$ cat src/rtl/controler_intersectie_if.sv
// Bundle between the intersection phase sequencer and the light modules it drives.
// The master modport is the sequencer side; the slave modport is the light-module/stimulus side.
interface controler_intersectie_if;
  logic       clk_div;
  logic       clk_div_int;
  logic       ready_S;
  logic       ready_E;
  logic       ready_V;
  logic       ready_N;
  logic       ready_P;
  logic       buton_pieton;
  logic [2:0] stare_semafor;
  logic       cerere_pieton;
  logic       eroare;

  modport master (
    input  clk_div,
    input  clk_div_int,
    input  ready_S,
    input  ready_E,
    input  ready_V,
    input  ready_N,
    input  ready_P,
    input  buton_pieton,
    output stare_semafor,
    output cerere_pieton,
    output eroare
  );

  modport slave (
    output clk_div,
    output clk_div_int,
    output ready_S,
    output ready_E,
    output ready_V,
    output ready_N,
    output ready_P,
    output buton_pieton,
    input  stare_semafor,
    input  cerere_pieton,
    input  eroare
  );
endinterface

$ cat src/rtl/controler_intersectie.sv
// Phase sequencer for the intersection: all-red clearance, closed-loop ready handshake,
// latched pedestrian request and a sticky watchdog fault.
module controler_intersectie #(
  parameter int T_CLEAR   = 2,
  parameter int T_TIMEOUT = 60
) (
  input  logic                   clk,
  input  logic                   rst,
  controler_intersectie_if.master bus
);

  localparam int CW = $clog2(T_CLEAR + 1);
  localparam int WW = $clog2(T_TIMEOUT + 1);
  localparam logic [CW-1:0] CLR_LAST = CW'(T_CLEAR - 1);
  localparam logic [WW-1:0] WD_LAST  = WW'(T_TIMEOUT - 1);

  localparam logic [2:0] PH_ALLRED = 3'd0;
  localparam logic [2:0] PH_S      = 3'd1;
  localparam logic [2:0] PH_E      = 3'd2;
  localparam logic [2:0] PH_V      = 3'd3;
  localparam logic [2:0] PH_N      = 3'd4;
  localparam logic [2:0] PH_P      = 3'd5;
  localparam logic [2:0] PH_FLASH  = 3'd7;

  typedef enum logic [1:0] {
    CLEAR = 2'd0,
    ARM   = 2'd1,
    RUN   = 2'd2,
    FAULT = 2'd3
  } state_t;

  state_t        state_reg, state_next;
  logic [2:0]    phase_reg, phase_next;
  logic [2:0]    phase_succ;
  logic [CW-1:0] clr_cnt_reg, clr_cnt_next;
  logic [WW-1:0] wd_cnt_reg, wd_cnt_next;
  logic [2:0]    stare_reg, stare_next;
  logic          eroare_reg, eroare_next;
  logic          req_reg, req_next;

  logic clk_div_q_reg;
  logic clk_div_int_q_reg;
  logic btn_meta_reg;
  logic btn_sync_reg;
  logic sample_reg;

  logic tick;
  logic strobe;
  logic ready_cur;
  logic wd_expire;
  logic pick_ped;
  logic req_set;

  // Edge detectors for the divided clocks, both sampled in the clk domain.
  always_ff @(posedge clk or posedge rst) begin
    if (rst) begin
      clk_div_q_reg     <= 1'b0;
      clk_div_int_q_reg <= 1'b0;
    end else begin
      clk_div_q_reg     <= bus.clk_div;
      clk_div_int_q_reg <= bus.clk_div_int;
    end
  end

  assign tick   = bus.clk_div & ~clk_div_q_reg;
  assign strobe = bus.clk_div_int & ~clk_div_int_q_reg;

  // Push-button: 2-flop synchroniser, then one sample per strobe.
  always_ff @(posedge clk or posedge rst) begin
    if (rst) begin
      btn_meta_reg <= 1'b0;
      btn_sync_reg <= 1'b0;
      sample_reg   <= 1'b0;
    end else begin
      btn_meta_reg <= bus.buton_pieton;
      btn_sync_reg <= btn_meta_reg;
      if (strobe) begin
        sample_reg <= btn_sync_reg;
      end
    end
  end

  assign req_set = strobe & btn_sync_reg & sample_reg;

  // Only the module owning the current phase is listened to.
  always_comb begin
    ready_cur = 1'b0;
    case (phase_reg)
      PH_S:    ready_cur = bus.ready_S;
      PH_E:    ready_cur = bus.ready_E;
      PH_V:    ready_cur = bus.ready_V;
      PH_N:    ready_cur = bus.ready_N;
      PH_P:    ready_cur = bus.ready_P;
      default: ready_cur = 1'b0;
    endcase
  end

  always_comb begin
    phase_succ = PH_S;
    case (phase_reg)
      PH_S:    phase_succ = PH_E;
      PH_E:    phase_succ = PH_V;
      PH_V:    phase_succ = PH_N;
      PH_N:    phase_succ = req_reg ? PH_P : PH_S;
      default: phase_succ = PH_S;
    endcase
  end

  assign wd_expire = tick && (wd_cnt_reg == WD_LAST);

  always_comb begin
    state_next   = state_reg;
    phase_next   = phase_reg;
    clr_cnt_next = clr_cnt_reg;
    wd_cnt_next  = wd_cnt_reg;
    pick_ped     = 1'b0;

    case (state_reg)
      CLEAR: begin
        if (tick) begin
          if (clr_cnt_reg == CLR_LAST) begin
            state_next   = ARM;
            phase_next   = phase_succ;
            clr_cnt_next = '0;
            wd_cnt_next  = '0;
            pick_ped     = (phase_succ == PH_P);
          end else begin
            clr_cnt_next = clr_cnt_reg + 1'b1;
          end
        end
      end

      ARM: begin
        // Expiry is checked before the handshake so a tie always faults.
        if (wd_expire) begin
          state_next = FAULT;
        end else begin
          if (tick && (wd_cnt_reg < WD_LAST)) begin
            wd_cnt_next = wd_cnt_reg + 1'b1;
          end
          if (!ready_cur) begin
            state_next = RUN;
          end
        end
      end

      RUN: begin
        if (wd_expire) begin
          state_next = FAULT;
        end else begin
          if (tick && (wd_cnt_reg < WD_LAST)) begin
            wd_cnt_next = wd_cnt_reg + 1'b1;
          end
          if (ready_cur) begin
            state_next   = CLEAR;
            clr_cnt_next = '0;
          end
        end
      end

      default: begin
        state_next = FAULT;
      end
    endcase
  end

  // Outputs are registered from the next state so they move one clk after the decision.
  always_comb begin
    stare_next  = PH_ALLRED;
    eroare_next = 1'b0;
    case (state_next)
      CLEAR:   stare_next = PH_ALLRED;
      ARM,
      RUN:     stare_next = phase_next;
      default: begin
        stare_next  = PH_FLASH;
        eroare_next = 1'b1;
      end
    endcase
  end

  // A new press in the same cycle P is selected keeps the request for the next round.
  always_comb begin
    req_next = req_reg;
    if (req_set) begin
      req_next = 1'b1;
    end else if (pick_ped) begin
      req_next = 1'b0;
    end
  end

  always_ff @(posedge clk or posedge rst) begin
    if (rst) begin
      state_reg   <= CLEAR;
      phase_reg   <= PH_N;
      clr_cnt_reg <= '0;
      wd_cnt_reg  <= '0;
      stare_reg   <= PH_ALLRED;
      eroare_reg  <= 1'b0;
      req_reg     <= 1'b0;
    end else begin
      state_reg   <= state_next;
      phase_reg   <= phase_next;
      clr_cnt_reg <= clr_cnt_next;
      wd_cnt_reg  <= wd_cnt_next;
      stare_reg   <= stare_next;
      eroare_reg  <= eroare_next;
      req_reg     <= req_next;
    end
  end

  assign bus.stare_semafor = stare_reg;
  assign bus.cerere_pieton = req_reg;
  assign bus.eroare        = eroare_reg;

endmodule

$ cat src/flat_wrapper.sv
// flat-port wrapper written by rule: the top's interface ports become plain ports
module controler_intersectie_flat 
#(
  parameter int T_CLEAR   = 2,
  parameter int T_TIMEOUT = 60
)
  (clk, rst, bus_clk_div, bus_clk_div_int, bus_ready_S, bus_ready_E, bus_ready_V, bus_ready_N, bus_ready_P, bus_buton_pieton, bus_stare_semafor, bus_cerere_pieton, bus_eroare);
  controler_intersectie_if bus_i ();
  input  logic clk;
  input  logic rst;
  input wire logic [$bits(bus_i.clk_div)-1:0] bus_clk_div;
  input wire logic [$bits(bus_i.clk_div_int)-1:0] bus_clk_div_int;
  input wire logic [$bits(bus_i.ready_S)-1:0] bus_ready_S;
  input wire logic [$bits(bus_i.ready_E)-1:0] bus_ready_E;
  input wire logic [$bits(bus_i.ready_V)-1:0] bus_ready_V;
  input wire logic [$bits(bus_i.ready_N)-1:0] bus_ready_N;
  input wire logic [$bits(bus_i.ready_P)-1:0] bus_ready_P;
  input wire logic [$bits(bus_i.buton_pieton)-1:0] bus_buton_pieton;
  output wire logic [$bits(bus_i.stare_semafor)-1:0] bus_stare_semafor;
  output wire logic [$bits(bus_i.cerere_pieton)-1:0] bus_cerere_pieton;
  output wire logic [$bits(bus_i.eroare)-1:0] bus_eroare;
  assign bus_i.clk_div = bus_clk_div;
  assign bus_i.clk_div_int = bus_clk_div_int;
  assign bus_i.ready_S = bus_ready_S;
  assign bus_i.ready_E = bus_ready_E;
  assign bus_i.ready_V = bus_ready_V;
  assign bus_i.ready_N = bus_ready_N;
  assign bus_i.ready_P = bus_ready_P;
  assign bus_i.buton_pieton = bus_buton_pieton;
  assign bus_stare_semafor = bus_i.stare_semafor;
  assign bus_cerere_pieton = bus_i.cerere_pieton;
  assign bus_eroare = bus_i.eroare;
  controler_intersectie #(.T_CLEAR(T_CLEAR), .T_TIMEOUT(T_TIMEOUT)) u_core (.clk(clk), .rst(rst), .bus(bus_i));
endmodule
$ cat config.mk
export PLATFORM = sky130hd
export DESIGN_NAME = controler_intersectie_flat
export DESIGN_NICKNAME = d
export VERILOG_FILES = /design/src/rtl/controler_intersectie_if.sv /design/src/rtl/controler_intersectie.sv /design/src/flat_wrapper.sv
export SDC_FILE = /design/constraint.sdc
export NUM_CORES = 1
export LEC_CHECK = 0
export BUFFER_PORTS_ARGS = -buffer_cell sky130_fd_sc_hd__buf_2
export CORE_MARGIN = 3
export CORE_UTILIZATION = 57
export CTS_BUF_LIST = sky130_fd_sc_hd__clkbuf_16
export DETAILED_ROUTE_END_ITERATION = 7
export GPL_ROUTABILITY_DRIVEN = 0
export HOLD_SLACK_MARGIN = 0.06
export PLACE_DENSITY = 0.78
export SYNTH_ARGS = -nofsm -noshare
export SYNTH_HDL_FRONTEND = slang
export SYNTH_SLANG_ARGS = --single-unit
$ cat constraint.sdc
create_clock -name clk -period 3.4 [get_ports clk]
set_clock_uncertainty 0.15 [all_clocks]
set_input_delay 0 -clock clk [delete_from_list [all_inputs] [get_ports clk]]
set_output_delay 0 -clock clk [all_outputs]
set_load 0.1 [all_outputs]
=== After elaboration in Yosys (flattened, before gate mapping) ===
Index checks and enable logic that the tools add are counted.
W data, S select, Z words.

* Flip-flop bits (word level): 23
* Latch bits: 0
* RAM bits: 0
* Input bits: 10
* Output and inout port bits: 5
* Word-level logic and storage cells: 81
* ROM bits: 0
* Memories kept: 0

* Divide/modulo/power cells: 0
* Bitwise logic cells: 6
* Add/sub/neg operators: 2
* Equal/unequal tests: 18
* Reductions and logical operators: 12
* Order comparisons: 1
* Shift-type cells: 0
* Multiply operators: 0
* Mux-type cells: 30

{| class="wikitable"
|+ Operator list
! cell !! count
|-
| $mux W6 || 4
|-
| $mux W2 || 10
|-
| $mux W3 || 4
|-
| $pmux W3 S4 || 1
|-
| $pmux W6 S2 || 1
|-
| $eq A3 B3 Y1 const B || 3
|-
| $ne A2 B1 Y1 const B || 4
|-
| $add A6 B1 Y6 const B || 1
|-
| $eq A2 B1 Y1 const B || 3
|-
| $eq A3 B2 Y1 const B || 2
|-
| $eq A6 B6 Y1 const B || 1
|-
| $lt A6 B6 Y1 const B || 1
|-
| $mux W1 || 6
|-
| $pmux W2 S3 || 1
|-
| $pmux W3 S2 || 1
|-
| $reduce_bool A2 Y1 || 3
|-
| $pmux W1 S5 || 1
|-
| $reduce_and A5 Y1 || 1
|-
| $and A1 B1 Y1 || 4
|-
| $eq A2 B2 Y1 const B || 2
|-
| $logic_not A2 Y1 || 2
|-
| $ne A2 B2 Y1 const B || 2
|-
| $pmux W2 S2 || 1
|-
| $reduce_and A4 Y1 || 1
|-
| other kinds (6) || 9
|}

=== Logic depth before layout (Yosys ltp) ===
* Depth after elaboration: 8
* Gate-level depth with buffers: 10
* Depth with buffers taken out: 9

=== Worst setup path before layout ===
Ideal clock, no wire load.

* Path type: register -> register
* Start: register u_core.state_reg[1]
* End: register u_core.stare_reg[1] (netlist: u_core.bus.stare_semafor[1])
* Data required time: 3.118 ns
* Buffers on the path: 1
* Library setup time: 0.132 ns
* Setup slack: 0.997 ns
* Stages on the path, launching flop included: 11
* Period minus slack after synthesis: 2.403 ns
* Arrival time: 2.121 ns
* Path through: dfrtp_1 -> inv_1 -> ha_1 -> clkbuf_1 -> inv_1 -> o311ai_0 -> o31a_1 -> a31oi_1 -> ha_1 -> nor2b_1 -> a31oi_1

* Cells in the longest elaborated chain, start to end: 6
* Elaborated cells between the ends (all ways): 16
* Those cells by class: eq/ne: 4; mux: 9; reduce/logical: 3

{| class="wikitable"
|+ RTL lines
! item !! line !! source
|-
| start: declaration || controler_intersectie.sv:32 || <nowiki>state_t state_reg, state_next;</nowiki>
|-
| start signal: assignment || controler_intersectie.sv:202 || <nowiki>state_reg <= state_next;</nowiki>
|-
| $mux W2 (on tied branches) || controler_intersectie.sv:154, controler_intersectie.sv:121, controler_intersectie.sv:141 ||
|-
| $mux W2 (on tied branches) || controler_intersectie.sv:148, controler_intersectie.sv:120, controler_intersectie.sv:135 ||
|-
| $pmux W2 S3 || controler_intersectie.sv:118 || <nowiki>case (state_reg)</nowiki>
|-
| $eq A2 B1 Y1 / $eq A2 B2 Y1 (equally long branches) || controler_intersectie.sv:171 || <nowiki>case (state_next)</nowiki>
|-
| $reduce_or A2 Y1 || n/a ||
|-
| $pmux W3 S2 (*) || controler_intersectie.sv:171 ||
|-
| named net u_core.stare_next[1] || controler_intersectie.sv:37 || <nowiki>logic [2:0] stare_reg, stare_next;</nowiki>
|-
| end signal: assignment || controler_intersectie.sv:206 || <nowiki>stare_reg <= stare_next;</nowiki>
|-
| end: declaration || controler_intersectie.sv:37 ||
|}

The timed path passes the listed nets; every way through them passes the cells marked *.
A chain may end at the register's enable or synchronous reset.

=== Worst setup path in the final report ===
* Start: register u_core.state_reg[0]
* End: register u_core.stare_reg[2] (netlist: u_core.bus.stare_semafor[2])

Same word-level chain as after synthesis.

==> flow_metrics.tcl <==
set metrics [dict create \
    mappedNetlistNets 149 \
    synthMuxAreaShare_pct 1.631 \
    ir_drop_mv 0.8489 \
    drtAntennaViolNets 0 \
    drc 0 \
    io_pins 15 \
    antenna_found_initial 0 \
    htree_levels 1 \
    start_util_pct 63.23 \
    slew_viol_final 0 \
    grt_pass1_vias 1031 \
    grt_first_pass_wirelength_um 4850 \
    final_core_util_pct 73.36 \
    cts.sinks 23 \
    multi_input_area_um2 670.6 \
    largest_reg_flops 6 \
    ys_ff_latch 23 \
    synthArstFlopShare_pct 100.0 \
    synth.area.top_cells "dfrtp_1, ha_1, nand3_1" \
    timing.final.crit_share_pct 77.38 \
    areaGrowthSynthToFinish_pct 16.03 \
    vias_per_cell 6.251 \
    fin_crit_ns 2.631 \
    finalHoldViolCount 0 \
    stdcell_area_mm2 0.001513 \
    power_frac_clock_pct 18.3 \
    dp_slack_ns 0.8552 \
    p_int_uw 733.1 \
    synth-adder-area-share_pct 6.718 \
    rows 16 \
    synth_area_mm2 0.001304 \
    yosys_warnings 0 \
    status "finished clean" \
    clock_latency_ns 0.26 \
    yosysSeqAreaShare_pct 44.24 \
    clockBufferDepth 2 \
    drt_iter0_drc 63 \
    crit_required_ns 3.39 \
    worstSetupPathType "reg2reg" \
    power_mw 1.393 \
    track_usage_pct 23.01 \
    placed_area_mm2 0.001393 \
    power_frac_seq_pct 30.6 \
    start_kind "flop" \
    die_y_um 53.83 \
    grt_overflow 0 \
    crit_path_end_kind "flop" \
    swShare_pct 47.36 \
    r2r_setup_slack_ns 0.77 \
    fp.coreArea_mm2 0.002062 \
    worst_pin_slew_ns 0.8240 \
    wl_um 2726 \
    diodes 0 \
    synth-simple-area-share_pct 23.32 \
    critPathMaxFanout 8 \
    wl_per_cell_um 15.23 \
    yosys.area.top_type "dfrtp_1" \
    pwr-share-comb_pct 51.1 \
    firstDrtPassIters 4 \
    p_sw_uw 659.7 \
    vias 1119 \
    rsz0062_at_grt "no" \
    synth_top_area_share_pct 42.23 \
    drive_above_1_share_pct 15.13 \
    dpl.hpwl_um 2019 \
    timing.max_cap.violations 0 \
    min-delay-path-class "in2reg" \
    power.density_mw_per_mm2 920.7 \
    nets 170 \
    grt_max_degree 24 \
    post_cts_resized 0 \
    postSynthCellCount 132 \
    ys_types 41 \
    ctsRootBufferMaster "clkbuf_16" \
    synth_compound_area_share_pct 19.77 \
    syn_avg_cell_area_um2 9.877 \
    max_clock_freq_mhz 380.1 \
    post_cts_buffers 0 \
    seqCellArea_um2 576.8 \
    nFillCells 140 \
    clkTransAtPathRegs_ns 0.06 \
    synth_xor_area_share_pct 0 \
    worstPathArrival_ns 2.62 \
    synthFlopType "dfrtp_1" \
    tns_ns 0 \
    place.port_buffers 14 \
    cts_buffers 3 \
    synth-edff-count 0 \
    dieWidth_um 53.83 \
    leakagePower_nw 0.6946 \
    synth_top_family_by_area "simple AND/OR/NAND/NOR gates" \
    relSlewSlack_pct 45.01 \
    setup_viol 0 \
    dieArea_mm2 0.002897 \
    cts_tree "done" \
    worst_slack_ns 0.7692 \
]
## power by group through the flow
| stage | Combinational [mW] | Sequential, mW | Clock (mW) |
|---|---|---|---|
| after floorplan | 0.425 | 0.566 | 0 |
| after global placement | 0.674 | 0.424 | 0 |
| after detailed placement | 0.697 | 0.430 | 0 |
| after CTS | 0.707 | 0.426 | 0.259 |
| after global routing | 0.783 | 0.441 | 0.269 |
| final | 0.711 | 0.427 | 0.255 |
## critical path: stages (launching register included)
cell,delay [ns]
dfrtp_1,0.42
inv_1,0.12
ha_1,0.31
inv_1,0.18
o311ai_0,0.40
o31a_1,0.22
a31oi_1,0.09
ha_1,0.32
nor2b_1,0.21
a21oi_1,0.07
## per-stage QoR
stage / instances / hold slack [ns]
after floorplan: 132 / -0.1488
after global placement: 171 / -0.04243
after detailed placement: 171 / -0.03028
after CTS: 179 / 0.1706
after global routing: 179 / 0.2359
final: 179 / 0.1614
## cell usage after synthesis, types with 2 or more instances
master / number
o31ai_1: 3
a211o_1: 2
nor4_1: 3
a2bb2oi_1: 2
nor4b_1: 2
nand2b_1: 3
ha_1: 7
nor2_1: 4
inv_1: 11
nand2_1: 11
a21o_1: 2
a21oi_1: 6
a31oi_1: 3
o31a_1: 2
nor3_1: 2
dfrtp_1: 22
nand3_1: 9
nand3b_1: 3
o21ai_0: 6
nor2b_1: 4
or4_1: 4
o211ai_1: 2
## cell families (layout without fill, tap and decap cells)
group | count (synthesis) | after routing
AND/OR/NAND/NOR | 51 | 51
flip-flops | 23 | 23
adder cells (fa/ha/maj) | 7 | 7
multiplexers | 2 | 2
buffers and inverters | 13 | 33
AO/OA/AOI/OAI | 36 | 36
## cells in the final DEF (no fill, tap or decap), drive strengths merged, types with 2 or more instances in the layout
cell type    count
a21oi            6
nor3             2
nand3b           3
a2bb2oi          2
nor2             4
buf             14
clkbuf           3
nand2b           3
inv             11
nand2           11
a211o            2
nor2b            4
a31oi            3
ha               7
or4              4
nor4             3
dfrtp           22
nand3            9
o31a             2
dlygate4sd3      4
o31ai            3
a21o             2
o211ai           2
o21ai            7
nor4b            2
## path summary, 6_finish.rpt
kind | start | to | depth (start not counted)
worst max-delay path | u_core.state_reg[0] | u_core.bus.stare_semafor[2] | 9
worst min-delay path | bus_ready_E | u_core.clr_cnt_reg[1] | 4
worst max register to register | u_core.state_reg[0] | u_core.bus.stare_semafor[2] | 9
worst min register to register | u_core.btn_meta_reg | u_core.btn_sync_reg | 0
max in group asynchronous | rst | u_core.clr_cnt_reg[1] | 3
min in group asynchronous | rst | u_core.clk_div_int_q_reg | 3
## routing by layer
| layer | routed length (um) | GRT usage (%) | part of all wire [%] | up-vias |
|---|---|---|---|---|
| li1 | - | - | - | 538 |
| met1 | 1160 | 30.42 | 43 | 538 |
| met2 | 1383 | 38.31 | 51 | 39 |
| met3 | 156 | 3.324 | 5.7 | 4 |
| met4 | 25 | 7.660 | 0.92 | 0 |
| met5 | 0 | 0 | 0 | - |
## timing repair
action	in CTS	in global routing
endpoints found under the setup margin	0	0
hold endpoints to repair	27	0
hold buffers	4	0
## layout make-up
class	instances	share of cell area (%)
inverter	11	2.730
clock inverter	1	0.3309
multi-input combinational	96	44.33
clock buffer	3	4.963
tap	27	2.233
sequential	23	38.13
timing repair buffer	18	7.279
(Power assumes the default switching activity.)
